==> config.mk <==
export PLATFORM = sky130hd
export DESIGN_NAME = alu_issue_stage_flat
export DESIGN_NICKNAME = d
export VERILOG_FILES = /design/src/rtl/alu_issue_stage_if.sv /design/src/rtl/alu_issue_stage.sv /design/src/flat_wrapper.sv
export SDC_FILE = /design/constraint.sdc
export NUM_CORES = 2
export LEC_CHECK = 0
export BUFFER_PORTS_ARGS = -buffer_cell sky130_fd_sc_hd__buf_2
export CAP_MARGIN = 20
export CELL_PAD_IN_SITES_DETAIL_PLACEMENT = 0
export CELL_PAD_IN_SITES_GLOBAL_PLACEMENT = 2
export CORE_MARGIN = 4
export CORE_UTILIZATION = 45
export DETAILED_ROUTE_END_ITERATION = 7
export GPL_ROUTABILITY_DRIVEN = 0
export HOLD_SLACK_MARGIN = 0.03
export PLACE_DENSITY_LB_ADDON = 0.08
export REMOVE_ABC_BUFFERS = 1
export SLEW_MARGIN = 20
export SYNTH_ARGS = -nofsm -noshare
export SYNTH_HDL_FRONTEND = slang
export SYNTH_SLANG_ARGS = --single-unit
==> constraint.sdc <==
create_clock -name Clk -period 5.45 [get_ports Clk]
set_input_delay 0.8175 -clock Clk [delete_from_list [all_inputs] [get_ports Clk]]
set_output_delay 0.8175 -clock Clk [all_outputs]
set_load 0.02 [all_outputs]
==> src/rtl/alu_issue_stage_if.sv <==
// Handshake, operand and write-back bundle for alu_issue_stage.
// The DUT side uses the slave modport; the driver side uses master.
interface alu_issue_stage_if;
  logic        In_Valid;
  logic        In_Ready;
  logic [5:0]  In_Op;
  logic [5:0]  In_Funct;
  logic [4:0]  In_Rs;
  logic [4:0]  In_Rt;
  logic [4:0]  In_Rd;
  logic [15:0] In_Imm;
  logic        Out_Valid;
  logic        Out_Ready;
  logic [2:0]  ALUControl;
  logic [31:0] A;
  logic [31:0] B;
  logic [4:0]  Out_Rd;
  logic        WB_En;
  logic [4:0]  WB_Addr;
  logic [31:0] WB_Data;
  logic        Illegal;

  modport slave (
    input  In_Valid, In_Op, In_Funct,
    input  In_Rs, In_Rt, In_Rd, In_Imm,
    input  Out_Ready,
    input  WB_En, WB_Addr, WB_Data,
    output In_Ready, Out_Valid,
    output ALUControl, A, B, Out_Rd,
    output Illegal
  );

  modport master (
    output In_Valid, In_Op, In_Funct,
    output In_Rs, In_Rt, In_Rd, In_Imm,
    output Out_Ready,
    output WB_En, WB_Addr, WB_Data,
    input  In_Ready, Out_Valid,
    input  ALUControl, A, B, Out_Rd,
    input  Illegal
  );
endinterface

==> src/rtl/alu_issue_stage.sv <==
// MIPS-subset decode + operand fetch feeding the ALU.
// Define ALU_ISSUE_BYPASS_EN to forward same-cycle write-back into reads.
module alu_issue_stage (
  input  logic              Clk,
  input  logic              Reset,
  alu_issue_stage_if.slave  bus
);

  logic [31:0] r_rf [32];
  logic        r_valid;
  logic [2:0]  r_ctrl;
  logic [31:0] r_a;
  logic [31:0] r_b;
  logic [4:0]  r_rd;
  logic        r_ill;

  logic        w_rtype;
  logic        w_addi;
  logic        w_slti;
  logic        w_andi;
  logic        w_ori;
  logic        w_legal;
  logic [2:0]  w_ctrl;
  logic [31:0] w_imm;
  logic        w_use_imm;
  logic [4:0]  w_dst;
  logic [31:0] w_rs_raw;
  logic [31:0] w_rt_raw;
  logic [31:0] w_a;
  logic [31:0] w_rt;
  logic        w_ready;
  logic        w_acc;

  assign w_rtype = bus.In_Op == 6'b000000;
  assign w_addi  = bus.In_Op == 6'b001000;
  assign w_slti  = bus.In_Op == 6'b001010;
  assign w_andi  = bus.In_Op == 6'b001100;
  assign w_ori   = bus.In_Op == 6'b001101;

  always_comb begin
    w_legal   = 1'b1;
    w_ctrl    = 3'b000;
    w_imm     = {16'h0000, bus.In_Imm};
    w_use_imm = 1'b1;
    w_dst     = bus.In_Rt;
    unique case (1'b1)
      w_rtype: begin
        w_use_imm = 1'b0;
        w_dst     = bus.In_Rd;
        case (bus.In_Funct)
          6'b100100: w_ctrl = 3'b000;
          6'b100101: w_ctrl = 3'b001;
          6'b100000: w_ctrl = 3'b010;
          6'b100010: w_ctrl = 3'b110;
          6'b101010: w_ctrl = 3'b111;
          default:   w_legal = 1'b0;
        endcase
      end
      w_addi: begin
        w_ctrl = 3'b010;
        w_imm  = {{16{bus.In_Imm[15]}}, bus.In_Imm};
      end
      w_slti: begin
        w_ctrl = 3'b111;
        w_imm  = {{16{bus.In_Imm[15]}}, bus.In_Imm};
      end
      w_andi: w_ctrl = 3'b000;
      w_ori:  w_ctrl = 3'b001;
      default: w_legal = 1'b0;
    endcase
  end

  assign w_rs_raw = (bus.In_Rs == 5'd0) ? 32'd0 : r_rf[bus.In_Rs];
  assign w_rt_raw = (bus.In_Rt == 5'd0) ? 32'd0 : r_rf[bus.In_Rt];

`ifdef ALU_ISSUE_BYPASS_EN
  // Forward a write-back landing on this edge so no bubble is needed.
  assign w_a = (bus.WB_En && bus.WB_Addr == bus.In_Rs &&
                bus.In_Rs != 5'd0) ? bus.WB_Data : w_rs_raw;
  assign w_rt = (bus.WB_En && bus.WB_Addr == bus.In_Rt &&
                 bus.In_Rt != 5'd0) ? bus.WB_Data : w_rt_raw;
`else
  assign w_a  = w_rs_raw;
  assign w_rt = w_rt_raw;
`endif

  assign w_ready = !Reset && (!r_valid || bus.Out_Ready);
  assign w_acc   = bus.In_Valid && w_ready;

  always_ff @(posedge Clk) begin
    if (Reset) begin
      for (int i = 0; i < 32; i++) r_rf[i] <= '0;
    end else if (bus.WB_En && bus.WB_Addr != 5'd0) begin
      r_rf[bus.WB_Addr] <= bus.WB_Data;
    end
  end

  always_ff @(posedge Clk) begin
    if (Reset) begin
      r_valid <= 1'b0;
      r_ctrl  <= 3'b000;
      r_a     <= '0;
      r_b     <= '0;
      r_rd    <= '0;
      r_ill   <= 1'b0;
    end else begin
      r_ill <= w_acc && !w_legal;
      if (w_acc && w_legal) begin
        r_valid <= 1'b1;
        r_ctrl  <= w_ctrl;
        r_a     <= w_a;
        r_b     <= w_use_imm ? w_imm : w_rt;
        r_rd    <= w_dst;
      end else if (bus.Out_Ready) begin
        r_valid <= 1'b0;
      end
    end
  end

  assign bus.In_Ready   = w_ready;
  assign bus.Out_Valid  = r_valid;
  assign bus.ALUControl = r_ctrl;
  assign bus.A          = r_a;
  assign bus.B          = r_b;
  assign bus.Out_Rd     = r_rd;
  assign bus.Illegal    = r_ill;

endmodule

==> src/flat_wrapper.sv <==
// flat-port wrapper written by rule: the top's interface ports become plain ports
module alu_issue_stage_flat 
  (Clk, Reset, bus_In_Valid, bus_In_Op, bus_In_Funct, bus_In_Rs, bus_In_Rt, bus_In_Rd, bus_In_Imm, bus_Out_Ready, bus_WB_En, bus_WB_Addr, bus_WB_Data, bus_In_Ready, bus_Out_Valid, bus_ALUControl, bus_A, bus_B, bus_Out_Rd, bus_Illegal);
  alu_issue_stage_if bus_i ();
  input  logic Clk;
  input  logic Reset;
  input wire logic [$bits(bus_i.In_Valid)-1:0] bus_In_Valid;
  input wire logic [$bits(bus_i.In_Op)-1:0] bus_In_Op;
  input wire logic [$bits(bus_i.In_Funct)-1:0] bus_In_Funct;
  input wire logic [$bits(bus_i.In_Rs)-1:0] bus_In_Rs;
  input wire logic [$bits(bus_i.In_Rt)-1:0] bus_In_Rt;
  input wire logic [$bits(bus_i.In_Rd)-1:0] bus_In_Rd;
  input wire logic [$bits(bus_i.In_Imm)-1:0] bus_In_Imm;
  input wire logic [$bits(bus_i.Out_Ready)-1:0] bus_Out_Ready;
  input wire logic [$bits(bus_i.WB_En)-1:0] bus_WB_En;
  input wire logic [$bits(bus_i.WB_Addr)-1:0] bus_WB_Addr;
  input wire logic [$bits(bus_i.WB_Data)-1:0] bus_WB_Data;
  output wire logic [$bits(bus_i.In_Ready)-1:0] bus_In_Ready;
  output wire logic [$bits(bus_i.Out_Valid)-1:0] bus_Out_Valid;
  output wire logic [$bits(bus_i.ALUControl)-1:0] bus_ALUControl;
  output wire logic [$bits(bus_i.A)-1:0] bus_A;
  output wire logic [$bits(bus_i.B)-1:0] bus_B;
  output wire logic [$bits(bus_i.Out_Rd)-1:0] bus_Out_Rd;
  output wire logic [$bits(bus_i.Illegal)-1:0] bus_Illegal;
  assign bus_i.In_Valid = bus_In_Valid;
  assign bus_i.In_Op = bus_In_Op;
  assign bus_i.In_Funct = bus_In_Funct;
  assign bus_i.In_Rs = bus_In_Rs;
  assign bus_i.In_Rt = bus_In_Rt;
  assign bus_i.In_Rd = bus_In_Rd;
  assign bus_i.In_Imm = bus_In_Imm;
  assign bus_i.Out_Ready = bus_Out_Ready;
  assign bus_i.WB_En = bus_WB_En;
  assign bus_i.WB_Addr = bus_WB_Addr;
  assign bus_i.WB_Data = bus_WB_Data;
  assign bus_In_Ready = bus_i.In_Ready;
  assign bus_Out_Valid = bus_i.Out_Valid;
  assign bus_ALUControl = bus_i.ALUControl;
  assign bus_A = bus_i.A;
  assign bus_B = bus_i.B;
  assign bus_Out_Rd = bus_i.Out_Rd;
  assign bus_Illegal = bus_i.Illegal;
  alu_issue_stage u_core (.Clk(Clk), .Reset(Reset), .bus(bus_i));
endmodule
Yosys cells after proc, flatten, opt, wreduce, memory -nomap -nowiden
Memory sizes are Yosys's and may differ from the RTL's.
Index checks and enable logic that the tools add are counted.

word-level totals
  bits in registers = 74
  latch bits = 0
  RAM bits = 1024
  bits in read-only memories = 0
  input bits = 85
  output and inout port bits = 75
  word-level logic and storage cells = 53
  memories = 1

operators by class
  $add $sub $neg = 0
  multiply operators = 0
  div/mod/pow operators = 0
  $lt $le $gt $ge = 0
  equality and inequality tests = 9
  shift-type cells = 0
  mux-type cells = 19
  bitwise operators = 0
  reductions and logical operators = 18

memory list
  name         words  width  read ports  clocked after Yosys merged registers in  write ports  line                  RTL
  u_core.r_rf  32     32     2           0                                        32           alu_issue_stage.sv:9  logic [31:0] r_rf [32];

operators by type and width
  kind                                                  count
  2-to-1 mux 32 bit                                     5
  OR reduction 32 bit                                   1
  equality test 6 bit (second input constant)           5
  equality test 6 x 4 -> 1 bit (second input constant)  4
  case mux 3 bit (4 select lines)                       2
  zero test 5 bit                                       2
  2-to-1 mux 5 bit                                      2
  2-to-1 mux 1 bit                                      9
  zero test 6 bit                                       1
  logical AND 1 bit                                     5
  nonzero test 5 bit                                    1
  OR reduction 5 bit                                    1
  OR reduction 4 bit                                    1
  zero test 1 bit                                       3
  case mux 1 bit (2 select lines)                       1
  nonzero test 2 bit                                    1
  OR reduction 2 bit                                    1
  logical OR 1 bit                                      1

Longest topological paths before layout
  word-level depth = 7
  mapped depth = 9
  depth with buffers taken out = 5

Worst setup path after synthesis
Ideal clock, no wire load.

  path kind = input to register
  start point = in bus_In_Rs[1]
  end point = reg u_core.r_a[24], in the netlist u_core.bus.A[24]
  library setup time = 117 ps
  data arrival time = 2669 ps
  required time = 5333 ps
  path slack = 2664 ps
  stages = 7
  path buffers = 3
  path through = buf_2 -> buf_2 -> buf_1 -> mux4_2 -> mux2i_1 -> a22oi_1 -> a32o_1

on the way
  word-level cells in the longest chain between the ends = 2
  elaborated cells on any way between the ends = 3
  those cells by class = mux: 1; reduce/logical: 1; memory: 1

ends and longest elaborated chain
  item                                                     line                    RTL
  start: declaration                                       flat_wrapper.sv:10      input wire logic [$bits(bus_i.In_Rs)-1:0] bus_In_Rs;
  memory (32 x 32 bit) or zero test 5 bit (tied branches)  -
  2-to-1 mux 32 bit *                                      alu_issue_stage.sv:73   assign w_rs_raw = (bus.In_Rs == 5'd0) ? 32'd0 : r_rf[bus.In_Rs];
  end signal: assignment                                   alu_issue_stage.sv:111  r_a <= w_a;
  end: declaration                                         alu_issue_stage.sv:12   logic [31:0] r_a;

Mark *: on every way between the ends. The rest lies on a longest branch, timed or not.
A chain may end at the register's enable or synchronous reset.

Worst setup path after layout
  start point = in bus_In_Rt[0]
  end point = reg u_core.r_b[27], in the netlist u_core.bus.B[27]

on the way
  word-level cells in the longest chain between the ends = 3
  elaborated cells on any way between the ends = 4
  those cells by class = mux: 2; reduce/logical: 1; memory: 1

ends and longest elaborated chain
  item                                                     line                    RTL
  start: declaration                                       flat_wrapper.sv:11      input wire logic [$bits(bus_i.In_Rt)-1:0] bus_In_Rt;
  memory (32 x 32 bit) or zero test 5 bit (tied branches)  -
  2-to-1 mux 32 bit *                                      alu_issue_stage.sv:74   assign w_rt_raw = (bus.In_Rt == 5'd0) ? 32'd0 : r_rf[bus.In_Rt];
  2-to-1 mux 32 bit *                                      alu_issue_stage.sv:112  r_b <= w_use_imm ? w_imm : w_rt;
  end signal: assignment                                   alu_issue_stage.sv:112
  end: declaration                                         alu_issue_stage.sv:13   logic [31:0] r_b;

Marked as above.

==> impl_metrics.json <==
{
  "status": "complete, no violations",
  "cts.sinks": 1098,
  "cts_made_buffers": 131,
  "seqPwrFrac": 0.471,
  "cp_top_family": "simple AND/OR/NAND/NOR gates",
  "slew_violations": 0,
  "r2r_cells": 6,
  "netlist.area_leader.share": 0.537,
  "io_pins": 160,
  "cp.arrival_ns": 4.05,
  "synth.most_common_cell": "edfxtp_1",
  "grt_start_max_net_pins": 97,
  "clk_path_buf_depth": 3,
  "drive_gt1_frac": 0.281,
  "fin_area_mm2": 0.0643,
  "finalSetupTns_ns": 0,
  "leakage_uw": 0.0225,
  "grt_usage": 0.316,
  "synth_xor_area_frac": 0,
  "ys_seq_elements": 1098,
  "crit_buf_inv": 3,
  "ant_nets": 0,
  "start_util": 0.454,
  "synthAdderAreaFrac": 0,
  "power_density_mw_per_mm2": 327,
  "num_vias": 36700,
  "num_rows": 130,
  "wirelength_um": 210000,
  "synth_top_area_cell": "edfxtp_1",
  "rsz0062_at_grt": "no",
  "die_area_mm2": 0.133,
  "cts_max_level": 4,
  "crit-reg2reg-launch": "u_core.bus.Out_Valid",
  "hold_depth": 3,
  "portBuffers": 159,
  "cp_cell_sequence": "buf_8, buf_12, or4_1, nand4_1, buf_4, o22ai_1, nor3_1, nor4_1",
  "hold_start": "bus_In_Imm[9]",
  "internal_power_uw": 15900,
  "finalCriticalPeriod_ns": 3.44,
  "fin_nets": 3953,
  "first_global_vias": 37700,
  "cp_slowest_cell": "buf_4",
  "finClkSkew_ns": 0.0251,
  "yosysUniqueCellTypes": 51,
  "dr.first_iter.drc_count": 4190,
  "crit_path_end_kind": "register",
  "yosys-top-cells-area": "edfxtp_1 (54%), mux4_2 (19%), and2_1 (11%)",
  "clk_latency_ns": 0.76,
  "layout-area-overhead-vs-synth_pct": 12.4,
  "hold_path_class": "input pin to register",
  "fmax_mhz": 290,
  "post_cts_buffers": 0,
  "dpl_worst_slack_ns": 1.41,
  "path_class": "input pin to register",
  "antenna_found_initial": 16,
  "dr.pass1.iters": 5,
  "dpl.hpwl_um": 125000,
  "syn_inst": 3821,
  "crit_fanout": 60,
  "critPathRequiredTime_ns": 6.06,
  "wl_per_cell_um": 37.3,
  "p_sw_uw": 5150,
  "synthSimpleGateAreaFrac": 0.133,
  "drcViolationCount": 0,
  "synthTopCellsByCount": "edfxtp_1 (1024), and2_1 (993), mux4_2 (478)",
  "synth_compound_area_frac": 0.0371,
  "ys.flop_type": "edfxtp_1",
  "root_buffer": "clkbuf_16",
  "ys_async_sr_fraction": 0,
  "fin_ws_ns": 2.01,
  "clk_pin_slew_ns": 0.06,
  "overflow": 0,
  "setup_viol": 0,
  "syn_area_per_cell_um2": 15.0,
  "via_per_inst": 6.53,
  "synth_seq_area_share": 0.563,
  "syn_area_mm2": 0.0572,
  "finalHoldViolations": 0,
  "r2r_slack_ns": 2.54,
  "worst_slew_pin_slew_ns": 1.18,
  "synth_top_family_by_area": "multiplexers",
  "start_kind": "input pin",
  "hold_end": "u_core.bus.B[9]",
  "finalNonFillerCells": 5626,
  "cts_resized": 0,
  "peakVddDrop_mv": 0.326,
  "cts_tree": "done",
  "placedInstanceArea_mm2": 0.0599,
  "ctsHoldBuffers": 0,
  "switching_share": 0.245,
  "grt_pass1_wl_um": 293000,
  "core-area_mm2": 0.126,
  "relSlewSlack": 0.212,
  "fp.dieW_um": 365,
  "timing.final.crit_share": 0.632,
  "p_comb_frac": 0.104,
  "maxCapViolations": 0,
  "dp.cells": 5384,
  "post-route-util": 0.511,
  "die_h_um": 365,
  "power_frac_clock": 0.424,
  "yosys_warnings": 0,
  "max_stage_delay_ns": 0.65,
  "synth_edf_count": 1024,
  "synth.area.mux_share": 0.238,
  "r2r_end": "u_core.bus.B[27]"
}
## cell usage in the layout, fill, tap and decap left out, types with 31 or more instances in the layout
cell       instances
edfxtp_1        1024
and2_1           992
mux4_2           478
mux2i_1          210
buf_2            157
clkbuf_16        141
buf_4            110
dfxtp_1           74
nand2_1           70
mux2_2            68
a22oi_1           65
o22ai_1           49
nor2_1            41
a21oi_1           41
nor3_1            34
a32o_1            33
clkbuf_1          33
or2_2             32
conb_1            32
nor2_2            31
## power by group through the flow
| stage | clock [uW] | sequential [uW] | combinational, uW |
|---|---|---|---|
| 3_3_place_gp | 0 | 10000 | 2170 |
| 3_5_place_dp | 0 | 10100 | 2190 |
| 5_1_grt | 9390 | 9940 | 2290 |
| 2_1_floorplan | 0 | 9950 | 1140 |
| 4_1_cts | 9020 | 9900 | 2200 |
| 6_report | 8930 | 9910 | 2200 |
## per-stage QoR
| stage | hold slack [ns] | total power (uW) |
|---|---|---|
| 3_3_place_gp | 0.476 | 12200 |
| 4_1_cts | 0.290 | 21100 |
| 2_1_floorplan | 0.547 | 11100 |
| 3_5_place_dp | 0.469 | 12300 |
| 6_report | 0.343 | 21000 |
| 5_1_grt | 0.313 | 21600 |
## flip-flops by register name (all words and copies together), names as in the netlist
signal	flops
u_core.bus.Out_Valid	1
u_core.bus.ALUControl	3
u_core.bus.Out_Rd	5
u_core.bus.A	32
u_core.bus.B	32
u_core.bus.Illegal	1
u_core.r_rf	1024
## worst min-delay path: stages
cell and delay [ns]:
buf_2 0.09, nand2_1 0.05, a311oi_1 0.08
## kinds of logic after synthesis
logic type,Yosys count
flops,1098
other cells,1
compound gates,286
simple gates,1271
buf+inv,409
mux,756
## worst max-delay path by stage
| stage | from | end | slack [ns] | cells after the start |
|---|---|---|---|---|
| 4_1_cts | bus_In_Rt[0] | u_core.bus.B[27] | 2.23 | 8 |
| 6_report | bus_In_Rt[0] | u_core.bus.B[27] | 2.01 | 8 |
| 2_1_floorplan | bus_Out_Ready | u_core.bus.A[0] | 0.27 | 4 |
| 3_5_place_dp | bus_In_Rt[0] | u_core.bus.B[27] | 1.41 | 8 |
| 3_3_place_gp | bus_In_Rt[1] | u_core.bus.B[24] | 0.55 | 7 |
| 5_1_grt | bus_In_Rt[0] | u_core.bus.B[28] | 2.05 | 7 |
## routing by layer
metal  vias to the layer above  share of wire  GRT usage
met1                     19400           0.39      0.417
met3                       397          0.094     0.0736
li1                      14800              -          -
met2                      2091           0.47      0.505
met4                        10          0.047      0.139
met5                         -        0.00032          0
## cell type report
type | instances | area, um2
fillers | 10500 | 61600
flip-flops and latches | 1098 | 32200
well taps | 1650 | 2060
diodes | 5 | 12.5
multi-input cells | 2345 | 23600
clock inverters | 58 | 602
inverters | 3 | 13.8
repair buffers | 289 | 2030
clock buffers | 178 | 3710
Power figures use the tool's default switching activity.
